`config.mk`:
```
export PLATFORM = sky130hd
export DESIGN_NAME = spi_register_controller
export DESIGN_NICKNAME = d
export VERILOG_FILES = /design/src/rtl/spi_ctrl_pkg.sv /design/src/rtl/cs_synchronizer.sv /design/src/rtl/spi_register_controller.sv
export SDC_FILE = /design/constraint.sdc
export NUM_CORES = 1
export LEC_CHECK = 0
export ABC_CLOCK_PERIOD_IN_PS = 1600
export CAP_MARGIN = 20
export CORE_ASPECT_RATIO = 1.75
export CORE_MARGIN = 5
export CORE_UTILIZATION = 42
export CTS_CLUSTER_DIAMETER = 30
export CTS_CLUSTER_SIZE = 8
export DETAILED_ROUTE_END_ITERATION = 16
export HOLD_SLACK_MARGIN = 0.08
export PLACE_DENSITY = 0.75
export REMOVE_ABC_BUFFERS = 1
export SETUP_SLACK_MARGIN = 0.3
export SLEW_MARGIN = 30
export SYNTH_ARGS = -nofsm -noshare
export SYNTH_HDL_FRONTEND = slang
export SYNTH_SLANG_ARGS = --single-unit
```
`constraint.sdc`:
```
create_clock -name clk -period 1.6 [get_ports clk]
set_input_delay 0.32 -clock clk [delete_from_list [all_inputs] [get_ports clk]]
set_output_delay 0.32 -clock clk [all_outputs]
set_load 0.02 [all_outputs]
```
`src/rtl/spi_ctrl_pkg.sv`:
```
// Shared types and constants for the SPI register-bank transaction controller.
package spi_ctrl_pkg;

  typedef enum logic [2:0] {
    DRAIN,
    IDLE,
    CMD,
    WRITE,
    READ
  } state_e;

  localparam int unsigned DEFAULT_WORD_BITS   = 8;
  localparam int unsigned CMD_WRITE_BIT       = DEFAULT_WORD_BITS - 1;
  localparam logic [7:0]  DEFAULT_STATUS_WORD = 8'hA5;

  // Cycles DRAIN waits after reset so the synchroniser reflects the real pin.
  localparam int unsigned DRAIN_SETTLE_CYCLES = 2;

endpackage

```
`src/rtl/cs_synchronizer.sv`:
```
// Two-flop synchroniser for the raw chip-select pin; resets to the inactive level.
module cs_synchronizer (
  input  logic clk,
  input  logic rst,
  input  logic async_in,
  output logic sync_out
);

  logic meta_q, meta_d;
  logic sync_q, sync_d;

  always_comb begin
    meta_d = async_in;
    sync_d = meta_q;
  end

  always_ff @(posedge clk) begin
    if (rst) begin
      meta_q <= 1'b1;
      sync_q <= 1'b1;
    end else begin
      meta_q <= meta_d;
      sync_q <= sync_d;
    end
  end

  assign sync_out = sync_q;

endmodule

```
`src/rtl/spi_register_controller.sv`:
```
// Maps SPI frames (command word + burst data) onto a single-port register bank
// and supplies the next word for the shift register to transmit.
module spi_register_controller
  import spi_ctrl_pkg::*;
#(
  parameter int unsigned          WORD_BITS   = DEFAULT_WORD_BITS,
  parameter int unsigned          ADDR_BITS   = WORD_BITS - 1,
  parameter logic [WORD_BITS-1:0] STATUS_WORD = WORD_BITS'(DEFAULT_STATUS_WORD)
) (
  input  logic                 clk,
  input  logic                 rst,
  input  logic                 neg_enable,
  input  logic                 word_ready,
  input  logic [WORD_BITS-1:0] data_word_received,
  output logic [WORD_BITS-1:0] data_word_to_send,
  output logic [ADDR_BITS-1:0] reg_addr,
  output logic                 reg_wr_en,
  output logic [WORD_BITS-1:0] reg_wr_data,
  output logic                 reg_rd_en,
  input  logic [WORD_BITS-1:0] reg_rd_data,
  output logic                 busy,
  output logic                 frame_done
);

  localparam int unsigned WR_BIT     = WORD_BITS - 1;
  localparam int unsigned SETTLE_W   = 2;
  localparam logic [SETTLE_W-1:0] SETTLE_DONE = SETTLE_W'(DRAIN_SETTLE_CYCLES);

  logic cs_sync;
  logic cs_active;

  cs_synchronizer u_cs_sync (
    .clk      (clk),
    .rst      (rst),
    .async_in (neg_enable),
    .sync_out (cs_sync)
  );

  assign cs_active = ~cs_sync;

  state_e               state_q, state_d;
  logic [ADDR_BITS-1:0] addr_q, addr_d;
  logic [WORD_BITS-1:0] wr_data_q, wr_data_d;
  logic [WORD_BITS-1:0] tx_q, tx_d;
  logic                 wr_en_q, wr_en_d;
  logic                 rd_en_q, rd_en_d;
  logic                 rd_pend_q, rd_pend_d;
  logic                 inc_pend_q, inc_pend_d;
  logic                 busy_q, busy_d;
  logic                 frame_done_q, frame_done_d;
  logic [SETTLE_W-1:0]  settle_q, settle_d;

  // Next-state, strobe and datapath decode.
  always_comb begin
    state_d      = state_q;
    addr_d       = addr_q;
    wr_data_d    = wr_data_q;
    tx_d         = tx_q;
    wr_en_d      = 1'b0;
    rd_en_d      = 1'b0;
    rd_pend_d    = rd_en_q;
    inc_pend_d   = 1'b0;
    frame_done_d = 1'b0;
    settle_d     = settle_q;

    // Post-write address bump lands the cycle after the write strobe.
    if (inc_pend_q) begin
      addr_d = addr_q + ADDR_BITS'(1);
    end

    if (rd_pend_q && (state_q == READ)) begin
      tx_d = reg_rd_data;
    end

    unique case (state_q)
      DRAIN: begin
        tx_d = STATUS_WORD;
        if (settle_q != SETTLE_DONE) begin
          settle_d = settle_q + SETTLE_W'(1);
        end else if (!cs_active) begin
          state_d = IDLE;
        end
      end
      IDLE: begin
        tx_d = STATUS_WORD;
        if (cs_active) begin
          state_d = CMD;
        end
      end
      CMD: begin
        if (word_ready) begin
          addr_d = data_word_received[ADDR_BITS-1:0];
          if (data_word_received[WR_BIT]) begin
            state_d = WRITE;
          end else begin
            state_d = READ;
            rd_en_d = 1'b1;
          end
        end
      end
      WRITE: begin
        if (word_ready) begin
          wr_data_d  = data_word_received;
          wr_en_d    = 1'b1;
          inc_pend_d = 1'b1;
        end
      end
      READ: begin
        if (word_ready) begin
          addr_d  = addr_q + ADDR_BITS'(1);
          rd_en_d = 1'b1;
        end
      end
      default: begin
        state_d = DRAIN;
      end
    endcase

    // Frame end: any word arriving this same cycle was already processed above.
    if ((state_q inside {CMD, WRITE, READ}) && !cs_active) begin
      state_d      = IDLE;
      frame_done_d = 1'b1;
      tx_d         = STATUS_WORD;
    end

    busy_d = state_d inside {CMD, WRITE, READ};
  end

  always_ff @(posedge clk) begin
    if (rst) begin
      state_q      <= DRAIN;
      addr_q       <= '0;
      wr_data_q    <= '0;
      tx_q         <= STATUS_WORD;
      wr_en_q      <= 1'b0;
      rd_en_q      <= 1'b0;
      rd_pend_q    <= 1'b0;
      inc_pend_q   <= 1'b0;
      busy_q       <= 1'b0;
      frame_done_q <= 1'b0;
      settle_q     <= '0;
    end else begin
      state_q      <= state_d;
      addr_q       <= addr_d;
      wr_data_q    <= wr_data_d;
      tx_q         <= tx_d;
      wr_en_q      <= wr_en_d;
      rd_en_q      <= rd_en_d;
      rd_pend_q    <= rd_pend_d;
      inc_pend_q   <= inc_pend_d;
      busy_q       <= busy_d;
      frame_done_q <= frame_done_d;
      settle_q     <= settle_d;
    end
  end

  assign data_word_to_send = tx_q;
  assign reg_addr          = addr_q;
  assign reg_wr_en         = wr_en_q;
  assign reg_wr_data       = wr_data_q;
  assign reg_rd_en         = rd_en_q;
  assign busy              = busy_q;
  assign frame_done        = frame_done_q;

endmodule

```
== Word level (Yosys, flattened, before mapping) ==
Cells that the tools add are included.

* Add/sub/neg operators: 2
* $mul: 0
* Div/mod/pow operators: 0
* Order comparisons: 0
* Eq/ne operators: 8
* Shift operators: 0
* Multiplexer cells: 16
* Bitwise gates (word level): 1
* Reduce and logical (&&, ||, !) cells: 10

{| class="wikitable"
|+ Operators with widths
! cell !! count
|-
| 2-to-1 mux 7 bit || 3
|-
| 2-to-1 mux 3 bit || 6
|-
| one-hot mux 7 bit (2 select lines) || 1
|-
| equality test 3 x 2 -> 1 bit (second input constant) || 4
|-
| one-hot mux 3 bit (4 select lines) || 1
|-
| adder 7 x 1 -> 7 bit (second input constant) || 1
|-
| equality test 3 bit (second input constant) || 2
|-
| nonzero test 3 bit || 2
|-
| 2-to-1 mux 1 bit || 4
|-
| AND reduction 2 bit || 2
|-
| OR reduction 2 bit || 2
|-
| OR reduction 4 bit || 1
|-
| equality test 3 x 1 -> 1 bit (second input constant) || 1
|-
| zero test 3 bit || 1
|-
| adder 2 x 1 -> 2 bit (second input constant) || 1
|-
| logical AND 1 bit || 2
|-
| inequality test 2 bit (second input constant) || 1
|-
| one-hot mux 1 bit (2 select lines) || 1
|-
| NOT 1 bit || 1
|}

* Flip-flop bits (word level): 35
* Latch bits: 0
* Bits in writable memories: 0
* Memory bits (read-only): 0
* Bits of input ports: 20
* Output and inout port bits: 27
* Word-level logic and storage cells: 49
* Memories kept: 0

== Logic depth before layout (Yosys ltp) ==
* Word-level depth: 6
* Gate-level depth with buffers: 6
* Gate-level depth less buffers: 6

== Modules after synthesis ==
From an unflattened synthesis, not the netlist that was laid out.

* Cells, all modules: 194
* Area total of the unflattened synthesis: 1607.8 um^2

{| class="wikitable"
|+ Modules (own cells, without submodules)
! module !! times used !! cells each !! area each (um^2) !! sequential area each (um^2)
|-
| spi_register_controller || 1 || 190 || 1555.2 || 660.6
|-
| cs_synchronizer || 1 || 4 || 52.6 || 40.0
|}

== Least setup slack after synthesis ==
No wires, ideal clock.

* Path kind: reg2reg
* From: register addr_q[0] (netlist: reg_addr[0])
* To: register addr_q[6] (netlist: reg_addr[6])
* Setup time: 88 ps
* Data arrival time: 1592 ps
* Required time: 1512 ps
* Setup slack: -80 ps
* Cell stages (with the launch flop): 7
* Buffers on the path: 0
* Period minus slack after synthesis: 1680 ps
* Cells stage by stage: dfxtp_1 ha_1 and3_4 nand3_2 xor2_1 o211a_1 o32ai_2

* Cells in the longest elaborated chain, start to end: 4
* Elaborated cells on any way between the ends: 5
* Classes of those cells: add/sub (1); mux (4)

{| class="wikitable"
|+ RTL lines
! what !! RTL line !! source
|-
| start: declaration || spi_register_controller.sv:42 || <nowiki>logic [ADDR_BITS-1:0] addr_q, addr_d;</nowiki>
|-
| start signal: assignment || spi_register_controller.sv:144 || <nowiki>addr_q <= addr_d;</nowiki>
|-
| adder 7 x 1 -> 7 bit (*) || spi_register_controller.sv:68, spi_register_controller.sv:110 ||
|-
| 2-to-1 mux 7 bit || spi_register_controller.sv:67 || <nowiki>if (inc_pend_q) begin</nowiki>
|-
| 2-to-1 mux 7 bit (on tied branches) || spi_register_controller.sv:109, spi_register_controller.sv:91 ||
|-
| one-hot mux 7 bit (2 select lines) (*) || spi_register_controller.sv:75 || <nowiki>unique case (state_q)</nowiki>
|}

Every way passes the cells marked *; elsewhere a longest branch is shown, timed or not.
A chain may end at the register's enable or synchronous reset.

== Worst setup path after layout ==
* From: register addr_q[1] (netlist: reg_addr[1])
* To: register addr_q[6] (netlist: reg_addr[6])

Same word-level chain as after synthesis.

==> flow_summary.toml <==
[timing]
slew_headroom = 0.791
hold_ws_ns = 0.418
min_period_ns = 1.45
layout_setup_ws_ns = 0.150
hold_viol = 0
rsz0062_at_grt = "true"
max_freq_mhz = 690
skew_ns = 0.00691
fin_tns_setup_ns = 0
setup_viol = 0
fin_crit_sh = 0.906
worst_pin_slew_ns = 0.313
slew_violations = 0

[drt]
antenna_left = 0
routedWlPerCell_um = 14.2
wl_um = 4250
drc = 0
routed_via_density = 5.14
num_vias = 1541
dr.pass1.iters = 4
drt_iter0_markers = 36

[floorplan]
die_x_um = 56.3
rows = 29
dieArea_sq_mm = 0.00513
coreArea_sq_mm = 0.00363
ioPinCount = 47
initial_utilization = 0.434
die_h_um = 91.1

[cts]
cts-root-buf = "clkbuf_8"
cts.sinks = 35
cts_tree = "yes"
cts_buffers = 5
clk_latency_ns = 0.29
htree_levels = 2
clkTransAtPathRegs_ns = 0.07
cts_buffer_depth = 2
cts-hold-fix-buffers = 0

[layout]
layout_common_cells = "37 x nand2_1, 25 x dfxtp_1, 22 x buf_4, 18 x a21oi_1, 17 x clkdlybuf4s50_1"
drive_above_1_share = 0.303
num_antenna_cells = 0
final_cell_area_sq_mm = 0.00245
fin_util = 0.675
layout_commonest_cell = "nand2_1"
area_delta_synth_final_pct = 55.4
stdcell_count = 300
final_nets = 275

[power_and_ir_drop]
swShare = 0.251
p_int_mw = 1.47
ir_worst_vdd_v = 0.000743
p_clk_frac = 0.362
p_per_area_mw_per_mm2 = 804
power.net_switching_uw = 495
total_power_mw = 1.97
pwr-share-seq = 0.479
p_comb_frac = 0.159
p_leak_nw = 0.970

[place]
gp_congestion = 0.830
dpl_cell_area_sq_mm = 0.00219
placedCellCount = 286
place_ws_ns = -0.168
place_hpwl_um = 3100
numPortBuffers = 46

[grt]
grt_max_degree = 19
antenna_found_initial = 0
grt_pass1_wl_um = 7180
grt_overflow = 0
grt_pass1_vias = 1556
grt_usage = 0.175

[critical_path]
r2r_slack_ns = 0.15
r2r-end = "reg_addr[6]$_SDFF_PP0_"
worst-path-max-fanout = 3
critical_path_arrival_ns = 1.65
crit_type = "flip-flop to flip-flop"
worst_setup_path_end_kind = "flip-flop"
r2r_start = "reg_addr[1]$_SDFF_PP0_"
cpPeakStageDelay_ns = 0.36
cp-startpoint = "reg_addr[1]$_SDFF_PP0_"
reg2reg_depth = 6
slowest_stage = "dfxtp_2"
cp-start-kind = "flip-flop"
worstPathRequired_ns = 1.80
path_cells = "ha_4, and3_4, nand3_4, xor2_2, o211a_1, o32ai_2"

[hold_path]
hold_class = "flip-flop to flip-flop"
hold_depth = 1
hold_end = "u_cs_sync.sync_out$_SDFF_PP1_"
min_from = "u_cs_sync.meta_q$_SDFF_PP1_"

[yosys]
async_reset_ff_frac = 0
synthFlopType = "dfxtp_1"
yosysWarningCount = 0
netlist_area_sq_mm = 0.00158
netlist_instances = 187
ys_ff_latch = 35
avgSynthCellArea_sq_um = 8.43
synth_edf_count = 0
yosys.cell_types.count = 40
seq_area_frac_synth = 0.444

[run]
maxCapViolations = 0

[outcome]
status = "finished, final reports clean"
[worst max-delay path, delay by kind of cell, from the launching register on]
kind / cells / cell delay [ns]
and+or+nand+nor: 2 / 0.30
AOI/OAI and AO/OA: 2 / 0.40
adders and majority gates: 1 / 0.14
xor gates and xnor gates: 1 / 0.16
DFF: 1 / 0.36
[power groups by stage]
stage                     combinational, mW  sequential (mW)  clock (mW)
after floorplan                       0.128            0.957           0
after global placement                0.265            0.958           0
after detailed placement              0.268            0.959           0
after CTS                             0.285            0.946       0.730
after global routing                  0.343            0.946       0.783
final                                 0.313            0.943       0.713
[worst max path at each step]
stage	cells past startpoint	end	slack, ns
after floorplan	6	reg_addr[6]$_SDFF_PP0_	-0.08
after global placement	5	reg_addr[3]$_SDFF_PP0_	-0.04
after detailed placement	5	reg_addr[3]$_SDFF_PP0_	-0.17
after CTS	1	reg_addr[4]	0.13
after global routing	6	reg_addr[6]$_SDFF_PP0_	0.11
final	6	reg_addr[6]$_SDFF_PP0_	0.15
[per-layer routing]
layer | wire, um | vias up | share of wire | global-route usage
li1 | - | 777 | - | -
met4 | 176 | 0 | 0.041 | 0.107
met5 | 0 | - | 0 | 0
met3 | 219 | 13 | 0.052 | 0.0440
met1 | 1550 | 704 | 0.36 | 0.169
met2 | 2310 | 47 | 0.54 | 0.320
[registers in the layout, summed over array words and instances (netlist names), 2 cells and up]
signal,flops
state_q,3
reg_wr_data,8
reg_addr,7
settle_q,2
data_word_to_send,8
[cells by family after synthesis]
family | count (synthesis) | share of synthesized area
xor gates and xnor gates | 11 | 0.0611
buffers and inverters | 12 | 0.0325
and+or+nand+nor | 83 | 0.258
DFF | 35 | 0.444
adders and majority gates | 2 | 0.0159
muxes | 1 | 0.00714
AOI/OAI and AO/OA | 43 | 0.181
[cells in the mapped netlist (3+ instances only)]
cell / number / area (sq um)
xnor2_1: 4 / 35.0
a211oi_1: 3 / 22.5
xor2_1: 7 / 61.3
dfxtp_1: 35 / 701
nor2_1: 12 / 45.0
a22oi_1: 3 / 22.5
o21ai_0: 4 / 20.0
nand2b_1: 7 / 43.8
clkbuf_1: 3 / 11.3
or2_2: 3 / 18.8
nand3_1: 8 / 40.0
a221oi_1: 3 / 26.3
nor2b_1: 3 / 18.8
nand2_1: 38 / 143
buf_2: 5 / 25.0
a21oi_1: 18 / 90.1
[cell type report]
class                           count  area (sq um)
Fill cell                         311          1180
Timing Repair Buffer               69           611
Inverter                            2          7.51
Sequential cell                    35           721
Clock buffer                        7          96.3
Tap cell                           46          57.6
Clock inverter                      1          7.51
Multi-Input combinational cell    140           950
[timing repair]
action                     CTS  global route
setup buffers                3             3
resized for setup           67            35
pin swaps                    5             4
setup endpoints to repair   53            45
Note: power is estimated with default switching activity, not from simulation.
